<file path="config.mk">
export PLATFORM = sky130hd
export DESIGN_NAME = char_stream_normalizer
export DESIGN_NICKNAME = d
export VERILOG_FILES = /design/src/rtl/char_stream_normalizer.sv
export SDC_FILE = /design/constraint.sdc
export NUM_CORES = 1
export LEC_CHECK = 0
export ABC_CLOCK_PERIOD_IN_PS = 3100
export BUFFER_PORTS_ARGS = -buffer_cell sky130_fd_sc_hd__buf_2
export CAP_MARGIN = 20
export CORE_MARGIN = 4
export CORE_UTILIZATION = 55
export DETAILED_ROUTE_END_ITERATION = 10
export PLACE_DENSITY_LB_ADDON = 0.15
export SETUP_SLACK_MARGIN = 0.02
export SYNTH_ARGS = -nofsm -noshare
export SYNTH_HDL_FRONTEND = slang
export SYNTH_SLANG_ARGS = --single-unit
</file>
<file path="constraint.sdc">
create_clock -name clk -period 3.1 [get_ports clk]
set_clock_uncertainty 0.05 [all_clocks]
set_input_delay 0.155 -clock clk [delete_from_list [all_inputs] [get_ports clk]]
set_output_delay 0.155 -clock clk [all_outputs]
set_load 0.01 [all_outputs]
</file>
<file path="src/rtl/char_stream_normalizer.sv">
// rtl/char_stream_normalizer.sv - ASCII byte normalizer (case fold, whitespace collapse, NUL drop) with FWFT output FIFO.
// Feeds the begin/end block checker one normalized byte per handshake.
module char_stream_normalizer #(
  parameter int DEPTH = 8,
  parameter int AW    = 3
) (
  input  logic       clk,
  input  logic       reset,
  input  logic       in_valid,
  input  logic [7:0] in_data,
  output logic       in_ready,
  output logic       out_valid,
  output logic [7:0] out_data,
  input  logic       out_ready,
  output logic [7:0] collapsed_cnt
);

  typedef enum logic {S_TEXT, S_SPACE} state_t;

  localparam logic [AW:0] L_FULL = (AW+1)'(DEPTH);

  state_t        r_state;
  state_t        w_state_nxt;
  logic [7:0]    r_mem [DEPTH];
  logic [AW-1:0] r_rd_ptr;
  logic [AW-1:0] r_wr_ptr;
  logic [AW:0]   r_count;
  logic [7:0]    r_collapsed_cnt;

  logic          w_accept;
  logic          w_pop;
  logic          w_push;
  logic          w_collapse;
  logic          w_is_ws;
  logic          w_is_nul;
  logic [7:0]    w_folded;
  logic [7:0]    w_push_data;

  // Readiness depends only on registered occupancy, so discarded bytes still need a free slot.
  assign in_ready      = reset && (r_count != L_FULL);
  assign out_valid     = reset && (r_count != '0);
  assign out_data      = out_valid ? r_mem[r_rd_ptr] : 8'h00;
  assign collapsed_cnt = r_collapsed_cnt;

  assign w_accept = in_valid && in_ready;
  assign w_pop    = out_valid && out_ready;
  assign w_is_ws  = (in_data == 8'h20) || (in_data == 8'h09) ||
                    (in_data == 8'h0A) || (in_data == 8'h0D);
  assign w_is_nul = (in_data == 8'h00);
  assign w_folded = ((in_data >= 8'h41) && (in_data <= 8'h5A)) ? (in_data + 8'h20) : in_data;

  always_comb begin
    w_state_nxt = r_state;
    w_push      = 1'b0;
    w_push_data = w_folded;
    w_collapse  = 1'b0;
    if (w_accept && !w_is_nul) begin
      if (w_is_ws) begin
        if (r_state == S_SPACE) begin
          w_collapse = 1'b1;
        end else begin
          w_push      = 1'b1;
          w_push_data = 8'h20;
        end
        w_state_nxt = S_SPACE;
      end else begin
        w_push      = 1'b1;
        w_state_nxt = S_TEXT;
      end
    end
  end

  always_ff @(posedge clk or negedge reset) begin
    if (!reset) begin
      r_state <= S_TEXT;
    end else begin
      r_state <= w_state_nxt;
    end
  end

  always_ff @(posedge clk or negedge reset) begin
    if (!reset) begin
      r_rd_ptr        <= '0;
      r_wr_ptr        <= '0;
      r_count         <= '0;
      r_collapsed_cnt <= 8'h00;
    end else begin
      if (w_push) begin
        r_wr_ptr <= r_wr_ptr + AW'(1);
      end
      if (w_pop) begin
        r_rd_ptr <= r_rd_ptr + AW'(1);
      end
      case ({w_push, w_pop})
        2'b10:   r_count <= r_count + (AW+1)'(1);
        2'b01:   r_count <= r_count - (AW+1)'(1);
        default: r_count <= r_count;
      endcase
      if (w_collapse && (r_collapsed_cnt != 8'hFF)) begin
        r_collapsed_cnt <= r_collapsed_cnt + 8'h01;
      end
    end
  end

  // Storage carries no reset; occupancy alone decides what is visible.
  always_ff @(posedge clk) begin
    if (w_push) begin
      r_mem[r_wr_ptr] <= w_push_data;
    end
  end

endmodule

</file>
==> flow_metrics.py <==
metrics = {
    "outcome": {
        "outcome": "finished clean",
    },
    "global_route": {
        "grt_max_degree": 22,
        "first_global_vias": 2047,
        "overflow": 0,
        "grt_pass1_wl_mm": 10.7,
        "grt_use_total_pct": 17.3,
        "antenna_found_initial": 0,
    },
    "floorplanning": {
        "start_util_pct": 57.9,
        "die_area_sq_mm": 0.00818,
        "ios": 30,
        "fp.coreArea_sq_mm": 0.00646,
        "core.rowCount": 29,
        "die_h_um": 90.4,
        "die_x_um": 90.4,
    },
    "critical_path": {
        "cp-end-kind": "register",
        "reg2reg_slack_ns": 0.40,
        "crit_path_start": "r_count[1]",
        "crit_path_max_fanout": 8,
        "worst_ep_required_time_ns": 3.27,
        "r2r-start": "r_count[1]",
        "startpoint_type": "register",
        "r2r_end": "r_count[2]",
        "criticalPathCategory": "register to register",
        "crit_end": "r_count[2]",
        "rr_worst_depth": 11,
        "crit_arrival_ns": 2.87,
    },
    "layout": {
        "areaGrowthSynthToFinish_pct": 12.6,
        "nets": 288,
        "final_common_cell": "edfxtp_1",
        "final_cell_area_sq_mm": 0.00421,
        "seq_area_sq_mm": 0.00240,
        "n_antenna_cell": 0,
        "multi_input_area_sq_mm": 0.00129,
        "nFillCells": 472,
        "final_layout_size_suffix_gt1_share_pct": 32.5,
        "final-instance-count-excl-fill": 351,
        "layout_common_cells": "edfxtp_1 (64), buf_2 (29), dfrtp_1 (19), mux4_2 (16), nor2_1 (13)",
    },
    "logic_synthesis": {
        "ys_seq_area_share_pct": 64.1,
        "synthFlopType": "edfxtp_1",
        "synth_area_sq_mm": 0.00374,
        "ys_ff_latch": 83,
        "synth_edf_count": 64,
        "syn-num-nets": 246,
        "async_reset_ff_share_pct": 22.9,
        "syn_avg_cell_area_sq_um": 16.5,
        "syn-instance-count": 227,
        "synth_cell_type_count": 44,
        "yosysWarnings": 0,
    },
    "power": {
        "cellPowerDensity_mw_per_mm2": 719,
        "p_leak_uw": 0.00158,
        "peakVddDrop_mv": 0.377,
    },
    "routing": {
        "postRouteAntennaNets": 0,
        "viasPerCell": 5.82,
        "first_pass_iters": 4,
        "via_count": 2042,
        "drt-total-wl_mm": 6.63,
        "wl_per_cell_um": 18.9,
        "drtIter0Drc": 107,
        "drc": 0,
    },
    "place": {
        "io_buffers": 29,
        "place_congestion": 0.830,
        "dp.final_hpwl_mm": 4.48,
        "dp.cells": 334,
        "placed_area_sq_mm": 0.00402,
    },
    "clock_network": {
        "clock-root-buffer": "clkbuf_8",
        "cts_resized": 0,
        "clk-insertion-delay-late_ns": 0.34,
        "postCtsSetupRepairBufs": 0,
        "cts_tree": "done",
        "cts.clk_slew.worst_paths_ns": 0.08,
        "h-tree-depth": 3,
        "hold_buffers": 1,
        "cts.sinks": 83,
        "cts_buffers": 9,
        "cts_buffer_depth": 2,
    },
    "sta": {
        "finalHoldViolations": 0,
        "slew_headroom_pct": 44.2,
        "worst_slew_pin_slew_ns": 0.837,
        "min_period_ns": 2.70,
        "rsz0062_at_grt": "false",
        "max_freq_mhz": 371,
        "setup-violations-final": 0,
        "tns_ns": 0,
        "finalCritPeriodShare_pct": 87.0,
        "maxSlewViolCount": 0,
    },
    "run": {
        "maxCapViolCount": 0,
    },
    "hold_path": {
        "min_path_type": "primary input to register",
    },
}
## metrics by stage
step	setup WS (ns)	hold slack, ns	power (uW)	utilization (%)
final	0.403	0.114	3030	65.2
after global routing	0.189	0.0988	3210	65.2
after CTS	0.394	0.0974	3080	65.2
after detailed placement	0.444	0.108	2390	62.3
after global placement	0.568	0.106	2360	62.3
after floorplan	0.539	-0.191	2140	-
## synth_stat cells (3+ instances only)
| cell | number | share of area (%) |
|---|---|---|
| edfxtp_1 | 64 | 51 |
| dfrtp_1 | 19 | 13 |
| mux4_2 | 16 | 9.6 |
| nor2_1 | 13 | 1.3 |
| xor2_1 | 12 | 2.8 |
| nand2_1 | 10 | 1.0 |
| mux2i_1 | 9 | 2.4 |
| ha_1 | 7 | 2.3 |
| nor3_1 | 5 | 0.67 |
| a21oi_1 | 4 | 0.54 |
| nand3_1 | 4 | 0.54 |
| nand3b_1 | 4 | 0.80 |
| nor2b_1 | 4 | 0.67 |
| o21ai_0 | 4 | 0.54 |
| xnor2_1 | 4 | 0.94 |
| buf_1 | 3 | 0.30 |
| buf_2 | 3 | 0.40 |
| clkbuf_1 | 3 | 0.30 |
| nand2b_1 | 3 | 0.50 |
| nor4b_1 | 3 | 0.70 |
| nor4b_2 | 3 | 1.2 |
## area by class of cell
| cell class | instances | area share [%] |
|---|---|---|
| clock buffer | 10 | 3.03 |
| clock inverter | 6 | 1.16 |
| inverter | 1 | 0.0892 |
| multi-input combinational | 132 | 30.6 |
| sequential | 83 | 57.0 |
| tap | 77 | 2.29 |
| timing repair buffer | 42 | 5.83 |
## logic make-up (layout without fill, tap and decap cells)
group,count (synthesis),after routing,share of synthesized area (%)
flip-flops,83,83,64.1
buffers and inverters,12,59,1.71
AND/OR/NAND/NOR,66,66,11.8
adder cells (fa/ha/maj),7,7,2.34
XOR/XNOR,16,16,3.75
AO/OA/AOI/OAI,14,14,2.95
multiplexers,29,29,13.4
## report_power, final
| part | switching, uW | leakage (uW) | total [uW] | internal, uW |
|---|---|---|---|---|
| registers | 203 | 0.000821 | 1540 | 1330 |
| logic | 360 | 0.000678 | 807 | 447 |
| clock network | 387 | 0.0000795 | 685 | 298 |
## how the worst min path moves through the flow
stage                     cells past startpoint  startpoint  slack (ns)          endpoint
after floorplan                               0       reset       -0.19  collapsed_cnt[0]
after global placement                        2       reset        0.11        r_count[0]
after detailed placement                      2       reset        0.11  collapsed_cnt[7]
after CTS                                     1  in_data[4]         0.1       r_mem[2][4]
after global routing                          1  in_data[4]         0.1       r_mem[2][4]
final                                         1  in_data[4]        0.11       r_mem[2][4]
## state kept, by name, summed over array words and instances, names as in the netlist
register and count:
collapsed_cnt 8, r_count 4, r_mem 64, r_rd_ptr 3, r_state 1, r_wr_ptr 3
## layer usage
metal | part of all wire (%) | up-vias | wire length [um] | track usage, %
met5 | 0 | - | 0 | 0
met4 | 1.4 | 0 | 91 | 7.02
met3 | 5.0 | 8 | 331 | 3.25
met1 | 45 | 1027 | 2950 | 24.3
met2 | 49 | 50 | 3250 | 26.7
li1 | - | 957 | - | -
## critical path, stage by stage, from the launching register on
cell and delay [ns]:
dfrtp_1 0.51, nor3_1 0.10, a21oi_1 0.33, and2_1 0.25
nand2_2 0.16, ha_1 0.29, xor2_1 0.16, ha_1 0.18
a21oi_1 0.15, xor2_1 0.17, nor2_1 0.07, xor2_1 0.14
(Power assumes the default switching activity.)
